$ cat src/rtl/mod_sq_pkg.sv
// mod_sq_pkg: shared width helpers, saturation limit and S3 frame state
package mod_sq_pkg;
  function automatic int sq_w(int width);
    return 2 * width + 1;
  endfunction
  function automatic int acc_w(int out_w, int acc_log2_max);
    return out_w + acc_log2_max;
  endfunction
  function automatic logic [63:0] sat_lim(int out_w);
    return (64'd1 << out_w) - 64'd1;
  endfunction
  typedef enum logic {IDLE, ACCUM} frame_state_t;
endpackage

$ cat src/rtl/mod_squared_stream_if.sv
// mod_squared_stream_if: sample input and result output handshake bundle
interface mod_squared_stream_if #(
  parameter int WIDTH = 8,
  parameter int OUT_W = 16,
  parameter int ACC_LOG2_MAX = 4
);
  logic in_valid, in_ready, in_last, out_valid, out_ready;
  logic [WIDTH-1:0] in_i, in_q;
  logic [OUT_W+ACC_LOG2_MAX-1:0] out_data;
  logic [ACC_LOG2_MAX:0] out_cnt;
  modport master(output in_valid, in_i, in_q, in_last, out_ready,
                 input in_ready, out_valid, out_data, out_cnt);
  modport slave(input in_valid, in_i, in_q, in_last, out_ready,
                output in_ready, out_valid, out_data, out_cnt);
endinterface

$ cat src/rtl/mod_sq_core.sv
// mod_sq_core: mask/register (S1) and square (S2) stages sharing one enable; sum is combinational off S2
module mod_sq_core import mod_sq_pkg::*; #(
  parameter int WIDTH = 8
) (
  input  logic clk,
  input  logic reset,
  input  logic en,
  input  logic in_valid,
  input  logic in_last,
  input  logic [WIDTH-1:0] in_i,
  input  logic [WIDTH-1:0] in_q,
  input  logic [WIDTH-1:0] mask,
  output logic s2_valid,
  output logic s2_last,
  output logic [sq_w(WIDTH)-1:0] sum
);
  logic v1, l1;
  logic signed [WIDTH-1:0] i1, q1;
  logic [2*WIDTH-1:0] ii, qq;
  always_ff @(posedge clk)
    if (reset) begin
      v1 <= 1'b0;
      l1 <= 1'b0;
      i1 <= '0;
      q1 <= '0;
      s2_valid <= 1'b0;
      s2_last <= 1'b0;
      ii <= '0;
      qq <= '0;
    end else if (en) begin
      v1 <= in_valid;
      l1 <= in_last;
      i1 <= in_i & mask;
      q1 <= in_q & mask;
      s2_valid <= v1;
      s2_last <= l1;
      ii <= (2*WIDTH)'(i1) * (2*WIDTH)'(i1);
      qq <= (2*WIDTH)'(q1) * (2*WIDTH)'(q1);
    end
  assign sum = {1'b0, ii} + {1'b0, qq};
endmodule

$ cat src/rtl/mod_squared_stream.sv
// mod_squared_stream: I^2+Q^2 rescale, saturate and 2^N non-coherent integration.
// Define MOD_SQ_ROUND_EN for round-half-up instead of truncation when dropping FRAC bits.
module mod_squared_stream import mod_sq_pkg::*; #(
  parameter int WIDTH = 8,
  parameter int FRAC = 4,
  parameter int OUT_W = 16,
  parameter int ACC_LOG2_MAX = 4
) (
  input logic clk,
  input logic reset,
  mod_squared_stream_if.slave bus,
  input logic [WIDTH-1:0] conf_bit_mask,
  input logic [$clog2(ACC_LOG2_MAX+1)-1:0] acc_log2
);
  localparam int SQ_W = sq_w(WIDTH);
  localparam int ACC_W = acc_w(OUT_W, ACC_LOG2_MAX);
  localparam int N_W = $clog2(ACC_LOG2_MAX + 1);
  logic adv, s2_valid, s2_last, emit;
  logic [SQ_W-1:0] sum;
  logic [SQ_W:0] shifted;
  logic [OUT_W-1:0] scaled;
  logic [N_W-1:0] n, n_hold;
  logic [ACC_W-1:0] acc, acc_nxt;
  logic [ACC_LOG2_MAX:0] cnt, cnt_nxt;
  frame_state_t state, state_nxt;
  assign adv = !bus.out_valid || bus.out_ready;
  assign bus.in_ready = adv;
  mod_sq_core #(.WIDTH(WIDTH)) u_core (
    .clk(clk),
    .reset(reset),
    .en(adv),
    .in_valid(bus.in_valid),
    .in_last(bus.in_last),
    .in_i(bus.in_i),
    .in_q(bus.in_q),
    .mask(conf_bit_mask),
    .s2_valid(s2_valid),
    .s2_last(s2_last),
    .sum(sum)
  );
`ifdef MOD_SQ_ROUND_EN
  assign shifted = ({1'b0, sum} + (SQ_W+1)'((2 ** FRAC) >> 1)) >> FRAC;
`else
  assign shifted = {1'b0, sum} >> FRAC;
`endif
  // integration length is latched by the first sample of a frame and held until it closes
  always_comb begin
    scaled = 64'(shifted) > sat_lim(OUT_W) ? '1 : OUT_W'(shifted);
    n = state == IDLE ? (acc_log2 > N_W'(ACC_LOG2_MAX) ? N_W'(ACC_LOG2_MAX) : acc_log2) : n_hold;
    acc_nxt = acc + ACC_W'(scaled);
    cnt_nxt = cnt + (ACC_LOG2_MAX+1)'(1);
    emit = cnt_nxt == ((ACC_LOG2_MAX+1)'(1) << n) || s2_last;
    state_nxt = s2_valid ? (emit ? IDLE : ACCUM) : state;
  end
  always_ff @(posedge clk)
    if (reset) begin
      bus.out_valid <= 1'b0;
      bus.out_data <= '0;
      bus.out_cnt <= '0;
      acc <= '0;
      cnt <= '0;
      n_hold <= '0;
      state <= IDLE;
    end else if (adv) begin
      bus.out_valid <= s2_valid && emit;
      state <= state_nxt;
      if (s2_valid && emit) begin
        bus.out_data <= acc_nxt;
        bus.out_cnt <= cnt_nxt;
        acc <= '0;
        cnt <= '0;
      end else if (s2_valid) begin
        acc <= acc_nxt;
        cnt <= cnt_nxt;
        n_hold <= n;
      end
    end
endmodule

$ cat src/flat_wrapper.sv
// flat-port wrapper written by rule: the top's interface ports become plain ports
module mod_squared_stream_flat import mod_sq_pkg::*;
#(
  parameter int WIDTH = 8,
  parameter int FRAC = 4,
  parameter int OUT_W = 16,
  parameter int ACC_LOG2_MAX = 4
)
  (clk, reset, conf_bit_mask, acc_log2, bus_in_valid, bus_in_i, bus_in_q, bus_in_last, bus_out_ready, bus_in_ready, bus_out_valid, bus_out_data, bus_out_cnt);
  mod_squared_stream_if #(.WIDTH(WIDTH), .OUT_W(OUT_W), .ACC_LOG2_MAX(ACC_LOG2_MAX)) bus_i ();
  input logic clk;
  input logic reset;
  input logic [WIDTH-1:0] conf_bit_mask;
  input logic [$clog2(ACC_LOG2_MAX+1)-1:0] acc_log2;
  input wire logic [$bits(bus_i.in_valid)-1:0] bus_in_valid;
  input wire logic [$bits(bus_i.in_i)-1:0] bus_in_i;
  input wire logic [$bits(bus_i.in_q)-1:0] bus_in_q;
  input wire logic [$bits(bus_i.in_last)-1:0] bus_in_last;
  input wire logic [$bits(bus_i.out_ready)-1:0] bus_out_ready;
  output wire logic [$bits(bus_i.in_ready)-1:0] bus_in_ready;
  output wire logic [$bits(bus_i.out_valid)-1:0] bus_out_valid;
  output wire logic [$bits(bus_i.out_data)-1:0] bus_out_data;
  output wire logic [$bits(bus_i.out_cnt)-1:0] bus_out_cnt;
  assign bus_i.in_valid = bus_in_valid;
  assign bus_i.in_i = bus_in_i;
  assign bus_i.in_q = bus_in_q;
  assign bus_i.in_last = bus_in_last;
  assign bus_i.out_ready = bus_out_ready;
  assign bus_in_ready = bus_i.in_ready;
  assign bus_out_valid = bus_i.out_valid;
  assign bus_out_data = bus_i.out_data;
  assign bus_out_cnt = bus_i.out_cnt;
  mod_squared_stream #(.WIDTH(WIDTH), .FRAC(FRAC), .OUT_W(OUT_W), .ACC_LOG2_MAX(ACC_LOG2_MAX)) u_core (.clk(clk), .reset(reset), .bus(bus_i), .conf_bit_mask(conf_bit_mask), .acc_log2(acc_log2));
endmodule
$ cat config.mk
export PLATFORM = sky130hd
export DESIGN_NAME = mod_squared_stream_flat
export DESIGN_NICKNAME = d
export VERILOG_FILES = /design/src/rtl/mod_sq_pkg.sv /design/src/rtl/mod_squared_stream_if.sv /design/src/rtl/mod_sq_core.sv /design/src/rtl/mod_squared_stream.sv /design/src/flat_wrapper.sv
export SDC_FILE = /design/constraint.sdc
export NUM_CORES = 1
export LEC_CHECK = 0
export ABC_AREA = 1
export CORE_ASPECT_RATIO = 1.5
export CORE_MARGIN = 2
export CORE_UTILIZATION = 45
export CTS_BUF_LIST = sky130_fd_sc_hd__clkbuf_16
export CTS_CLUSTER_DIAMETER = 40
export DETAILED_ROUTE_END_ITERATION = 12
export HOLD_SLACK_MARGIN = 0.08
export PLACE_DENSITY = 0.68
export SETUP_SLACK_MARGIN = 0.05
export SLEW_MARGIN = 20
export SYNTH_ARGS = -nofsm -noshare
export SYNTH_HDL_FRONTEND = slang
export SYNTH_SLANG_ARGS = --single-unit
$ cat constraint.sdc
create_clock -name clk -period 10.1 [get_ports clk]
set_input_delay 1.01 -clock clk [delete_from_list [all_inputs] [get_ports clk]]
set_output_delay 1.01 -clock clk [all_outputs]
set_load 0.02 [all_outputs]
==> results of run 1 <==
==> cell usage after synthesis (all sizes together) <==
cell type / count
nand3b: 1
xor2: 32
o21ai: 46
o2111ai: 2
or2: 6
nand2: 303
o211ai: 4
and3: 1
a21o: 2
a211oi: 13
nand3: 74
o31ai: 2
fa: 85
xnor2: 26
o21a: 1
a21oi: 91
nand4: 60
and2: 2
buf: 14
inv: 298
clkbuf: 47
dfxtp: 103
nor2: 62
nor3: 5
a21boi: 2
o21bai: 18
ha: 82
==> flip-flops by register name, summed over array words and instances (netlist names), 3 cells and up <==
name,flops
u_core.n_hold,3
u_core.bus.out_data,20
u_core.acc,20
u_core.cnt,5
u_core.u_core.q1,8
u_core.u_core.qq,14
u_core.bus.out_cnt,5
u_core.u_core.ii,14
u_core.u_core.i1,8
==> power groups by stage <==
| stage | Sequential [mW] | Clock [mW] | Combinational, mW |
|---|---|---|---|
| after CTS | 0.446 | 0.369 | 0.291 |
| after floorplan | 0.443 | 0 | 0.230 |
| after global placement | 0.455 | 0 | 0.284 |
| final | 0.446 | 0.360 | 0.289 |
| after global routing | 0.448 | 0.386 | 0.330 |
| after detailed placement | 0.455 | 0 | 0.290 |
==> kinds of logic (layout without fill, tap and decap cells) <==
| family | Yosys count | in the layout | share of synthesized area |
|---|---|---|---|
| fa+ha+maj | 167 | 167 | 0.274 |
| buf+inv | 359 | 376 | 0.140 |
| xor+xnor | 58 | 58 | 0.0510 |
| simple gates | 514 | 514 | 0.225 |
| flops | 103 | 103 | 0.207 |
| compound gates | 181 | 181 | 0.103 |
==> final timing paths <==
| path | start | to | slack, ps | cells past startpoint |
|---|---|---|---|---|
| setup / recovery | u_core.u_core.i1[7] | u_core.u_core.ii[13] | 5490 | 23 |
| hold / removal | u_core.bus.out_data[17] | u_core.bus.out_data[17] | 470 | 2 |
| setup reg to reg | u_core.u_core.i1[7] | u_core.u_core.ii[13] | 5490 | 23 |
| hold reg to reg | u_core.bus.out_data[17] | u_core.bus.out_data[17] | 470 | 2 |
==> placed cells by master, fill, tap and decap left out, drive strengths merged <==
| cell type | count |
|---|---|
| nand2 | 303 |
| inv | 299 |
| dfxtp | 103 |
| a21oi | 91 |
| fa | 85 |
| ha | 82 |
| nand3 | 74 |
| nor2 | 62 |
| nand4 | 60 |
| clkdlybuf4s50 | 58 |
| o21ai | 46 |
| xor2 | 32 |
| xnor2 | 26 |
| o21bai | 18 |
| a211oi | 13 |
| clkbuf | 9 |
| or2 | 6 |
| nor3 | 5 |
| o211ai | 4 |
| buf | 4 |
| clkinv | 3 |
| o2111ai | 2 |
| and2 | 2 |
| a21o | 2 |
| a21boi | 2 |
| o31ai | 2 |
| clkinvlp | 2 |
| o21a | 1 |
| and3 | 1 |
| nand3b | 1 |
| bufinv | 1 |
==> area by class of cell <==
class                      instances  share of cell area
timing repair buffer              62              0.0558
clock buffer                       9              0.0206
sequential                       103               0.189
multi-input combinational        920               0.595
clock inverter                     7             0.00664
inverter                         298               0.102
tap                              272              0.0311
==> worst min-delay path, stage by stage, from the launching register on <==
cell	delay, ps
dfxtp_1	310
nand3_1	70
nand2_1	40
==> metrics by stage <==
stage	cell area (um^2)	std cells	util	setup slack, ps	hold WS (ps)
2_1_floorplan	9950	1382	-	5820	449
3_3_place_gp	10600	1655	0.490	5690	455
3_5_place_dp	10600	1655	0.490	5540	458
4_1_cts	10900	1671	0.504	5490	468
5_1_grt	10900	1671	0.504	5090	486
6_report	10900	1671	0.504	5490	467
==> routing by layer <==
layer	vias to the layer above	track usage	part of all wire
met1	3938	0.217	0.41
met2	145	0.400	0.55
met3	30	0.0263	0.024
met4	0	0.0551	0.020
met5	-	0	0
li1	4332	-	-
==> flow_summary.json, run 1 <==
{
  "outcome": "finished, final reports clean",
  "clkSinkCount": 103,
  "rows": 66,
  "nNetsFinal": 1593,
  "cts_setup_buffers": 0,
  "p_per_area_mw_per_mm2": 100,
  "die_w_um": 125,
  "crit_buf_inv": 6,
  "slew_viol_final": 0,
  "diodes": 0,
  "synth_top_cell_area_share": 0.207,
  "htree_levels": 3,
  "num_vias": 8445,
  "period_share": 0.457,
  "synth_warnings": 0,
  "die_area_mm2": 0.0233,
  "grt_max_degree": 55,
  "fillers": 2146,
  "ys_ff_latch": 103,
  "power.total_mw": 1.09,
  "place.port_buffers": 58,
  "drive_gt1_frac": 0.0272,
  "firstDrtPassIters": 4,
  "maxCapViolCount": 0,
  "ant_nets": 0,
  "antenna_found_initial": 0,
  "setup.worst_path.end_class": "register",
  "pwr-share-comb": 0.264,
  "max-slew-margin-rel": 0.230,
  "vdd_drop_max_mv": 0.0789,
  "syn_nets": 1581,
  "drt_wl_total_mm": 22.6,
  "intPower_mw": 0.727,
  "synthesis.area_mm2": 0.00995,
  "ios": 59,
  "die_height_um": 186,
  "cp_slowest_cell": "dfxtp_1",
  "overflow": 0,
  "period_needed_ps": 4610,
  "power_frac_seq": 0.407,
  "cts_buffer_depth": 2,
  "rsz0062_at_grt": "no",
  "synthTopCellsByArea": "dfxtp_1 21%, fa_1 17%, nand2_1 11%",
  "p_sw_frac": 0.336,
  "cts_tree": "yes",
  "cts_made_buffers": 9,
  "multi_input_area_mm2": 0.00651,
  "wl_per_cell_um": 13.5,
  "routabilityCongestion": 0.939,
  "critical-path-top-delay-family": "adder cells",
  "required_ps": 10360,
  "hold_viol": 0,
  "finalClockSkew_ps": 8.01,
  "core_mm2": 0.0217,
  "detail_route.iter0.violations": 399,
  "hpwl_mm": 17.6,
  "finalSetupTns_ps": 0,
  "clkPwrFrac": 0.329,
  "tightest_slew_ps": 1150,
  "clockRootBuffer": "clkbuf_16",
  "netlist_instances": 1382,
  "grt_pass1_vias": 8425,
  "grt_use_total": 0.199,
  "cp_slowest_stage_delay_ps": 540,
  "max_freq_ghz": 0.217,
  "p_leak_nw": 5.78,
  "grt_pass1_wl_mm": 38.6,
  "cp-start-kind": "register",
  "avgSynthCellArea_um2": 7.20,
  "path_clk_slew_ps": 80,
  "path_class": "register to register",
  "yosysSeqAreaShare": 0.207,
  "viasPerCell": 5.05,
  "ctsHoldBuffers": 0,
  "synth_area_leader_cell": "dfxtp_1",
  "clk_latency_ps": 360,
  "switchingPower_mw": 0.368,
  "initial_utilization": 0.458,
  "area_delta_synth_final_pct": 9.88,
  "synth_cell_types": 36,
  "setup_viol": 0,
  "path_max_fanout": 12,
  "cp_cell_sequence": "nand2_1 -> inv_1 -> nand3_1 -> nand2_1 -> inv_1 -> ha_1 -> inv_1 -> nand2_1 -> fa_1 -> fa_1 -> inv_1 -> fa_1 -> inv_1 -> ha_1 -> a21oi_1 -> a21boi_0 -> o21ai_0 -> nand3_1 -> nand2_1 -> nand2_1 -> nand3_1 -> nand2_1 -> inv_1",
  "worstHoldPathType": "register to register",
  "critPathArrivalTime_ps": 4870,
  "post_cts_resized": 0,
  "seq_area_mm2": 0.00206,
  "post-route-drc-count": 0
}
No activity file was read; power rests on OpenSTA's default activity.
==> inputs of run 2 (changes only) <==
--- a/config.mk
+++ b/config.mk
@@ -13,7 +13,7 @@
 export CTS_CLUSTER_DIAMETER = 40
 export DETAILED_ROUTE_END_ITERATION = 12
 export HOLD_SLACK_MARGIN = 0.08
-export PLACE_DENSITY = 0.68
+export PLACE_DENSITY = 0.7
 export SETUP_SLACK_MARGIN = 0.05
 export SLEW_MARGIN = 20
 export SYNTH_ARGS = -nofsm -noshare
==> constraint.sdc (replaced) <==
create_clock -name clk -period 4 [get_ports clk]
set_input_delay 0.4 -clock clk [delete_from_list [all_inputs] [get_ports clk]]
set_output_delay 0.4 -clock clk [all_outputs]
set_load 0.02 [all_outputs]
==> run 2 against run 1 <==
The flow now finishes with violations (negative setup slack). Die area unchanged. Cell count increased by 7.8%. Via count increased by 8.3%.
==> flow_summary.json, run 2 (synthesis gave the netlist of run 1 again) <==
{
  "clkPwrFrac": 0.288,
  "rsz0062_at_grt": "yes",
  "period_share": 1.04,
  "diodes": 0,
  "ios": 59,
  "area_delta_synth_final_pct": 28.3,
  "reg2reg_to": "u_core.u_core.ii[14]",
  "worstHoldPathType": "register to register",
  "fillers": 1917,
  "grt_pass1_wl_mm": 41.8,
  "nNetsFinal": 1725,
  "intPower_mw": 1.93,
  "grt_pass1_vias": 9226,
  "slew_viol_final": 0,
  "max-slew-margin-rel": 0.380,
  "htree_levels": 3,
  "max_freq_ghz": 0.240,
  "grt_use_total": 0.216,
  "routabilityCongestion": 0.920,
  "initial_utilization": 0.458,
  "dp_slack_ps": -281,
  "ctsHoldBuffers": 0,
  "setup.worst_path.end_class": "register",
  "clk_latency_ps": 360,
  "hpwl_mm": 18.4,
  "final_cell_mix": "266 x nand2_1, 259 x inv_1, 123 x buf_4",
  "worstReg2RegStart": "u_core.u_core.i1[7]",
  "post-route-drc-count": 0,
  "grt_max_degree": 55,
  "power.total_mw": 2.98,
  "detail_route.iter0.violations": 480,
  "die_height_um": 186,
  "min_path_cells": 2,
  "p_leak_nw": 6.57,
  "drt_wl_total_mm": 25.3,
  "clkSinkCount": 103,
  "clockRootBuffer": "clkbuf_16",
  "p_per_area_mw_per_mm2": 233,
  "startpoint": "u_core.u_core.i1[7]",
  "cts_tree": "yes",
  "place.port_buffers": 58,
  "tightest_slew_ps": 928,
  "whs_endpoint": "u_core.bus.out_data[16]",
  "cts_made_buffers": 9,
  "rows": 66,
  "path_max_fanout": 5,
  "maxCapViolCount": 0,
  "viasPerCell": 5.07,
  "largestRegisters": "u_core.acc: 20 flops, u_core.bus.out_data: 20 flops",
  "antenna_found_initial": 0,
  "overflow": 0,
  "switchingPower_mw": 1.05,
  "num_vias": 9144,
  "ant_nets": 0,
  "die_area_mm2": 0.0233,
  "hold_viol": 0,
  "drive_gt1_frac": 0.220,
  "setup_viol": 5,
  "path_class": "register to register",
  "outcome": "finished with violations",
  "final_common_cell": "nand2_1",
  "finalSetupTns_ps": -393,
  "worst_slack_ps": -166,
  "timing.hold.ws_ps": 464,
  "vdd_drop_max_mv": 0.216,
  "r2r_cells": 20,
  "cp-start-kind": "register",
  "power_frac_seq": 0.376,
  "period_needed_ps": 4170,
  "cts_buffer_depth": 2,
  "finalClockSkew_ps": 4.08,
  "path_clk_slew_ps": 70,
  "reg2reg_slack_ps": -170,
  "pwr-share-comb": 0.336,
  "core_mm2": 0.0217,
  "min_from": "u_core.bus.out_data[16]",
  "failed_checks": "negative setup slack",
  "p_sw_frac": 0.352,
  "firstDrtPassIters": 5,
  "required_ps": 4310,
  "wl_per_cell_um": 14.0,
  "critPathArrivalTime_ps": 4480,
  "die_w_um": 125
}
## run 2: changes by cell type in the layout (fill, tap and decap cells not counted), sizes merged
cell	previous run	this run
buf	4	136
bufinv	1	0
## run 2: cell type report
cell class / instances / area [um^2] / area share
tap: 272 / 340 / 0.0266
sequential: 103 / 2090 / 0.164
timing repair buffer: 194 / 1650 / 0.129
inverter: 298 / 1130 / 0.0882
multi-input combinational: 920 / 7290 / 0.571
clock buffer: 9 / 225 / 0.0176
clock inverter: 6 / 47.5 / 0.00372
## run 2: worst max path at each step
stage	endpoint	slack, ps	cells after the start
after floorplan	u_core.u_core.qq[14]	50	20
after global placement	u_core.u_core.qq[14]	-250	16
after detailed placement	u_core.u_core.ii[15]	-280	19
after CTS	u_core.u_core.ii[14]	-20	23
after global routing	u_core.u_core.ii[14]	-360	23
final	u_core.u_core.ii[14]	-170	20
## run 2: layer usage
| layer | GRT usage | up-vias | part of all wire |
|---|---|---|---|
| met5 | 0 | - | 0 |
| met4 | 0.0973 | 0 | 0.039 |
| met3 | 0.0235 | 50 | 0.023 |
| met2 | 0.418 | 187 | 0.55 |
| met1 | 0.237 | 4307 | 0.39 |
| li1 | - | 4600 | - |
## run 2: through the flow
| step | area (um^2) | cells | util |
|---|---|---|---|
| after detailed placement | 11500 | 1764 | 0.531 |
| after global routing | 12800 | 1802 | 0.588 |
| final | 12800 | 1802 | 0.588 |
| after CTS | 12400 | 1796 | 0.570 |
| after global placement | 11500 | 1764 | 0.531 |
| after floorplan | 10100 | 1382 | - |
## run 2: timing repair
item	CTS	global route
endpoints found under the setup margin	14	16
buffers inserted	20	7
resized for setup	114	95
pin swaps	79	77
## run 2: critical path, stage by stage, from the launching register on
cell and delay (ps):
dfxtp_2 340, buf_6 130, buf_6 120, inv_4 80, nor2_4 40, fa_1 510, fa_1 440, fa_1 570
inv_2 40, fa_1 540, inv_2 70, ha_4 300, nand2_4 70, nor3_4 170, nand3_2 100, nand4_1 120
a21oi_1 70, o21ai_1 110, buf_4 160, o211ai_1 80, inv_1 60
## run 2: power by group through the flow
stage / sequential, mW / combinational [mW] / clock (mW)
2_1_floorplan: 1.12 / 0.600 / 0
3_3_place_gp: 1.14 / 0.839 / 0
3_5_place_dp: 1.14 / 0.855 / 0
4_1_cts: 1.12 / 0.933 / 0.864
5_1_grt: 1.12 / 1.11 / 0.906
6_report: 1.12 / 1.00 / 0.856
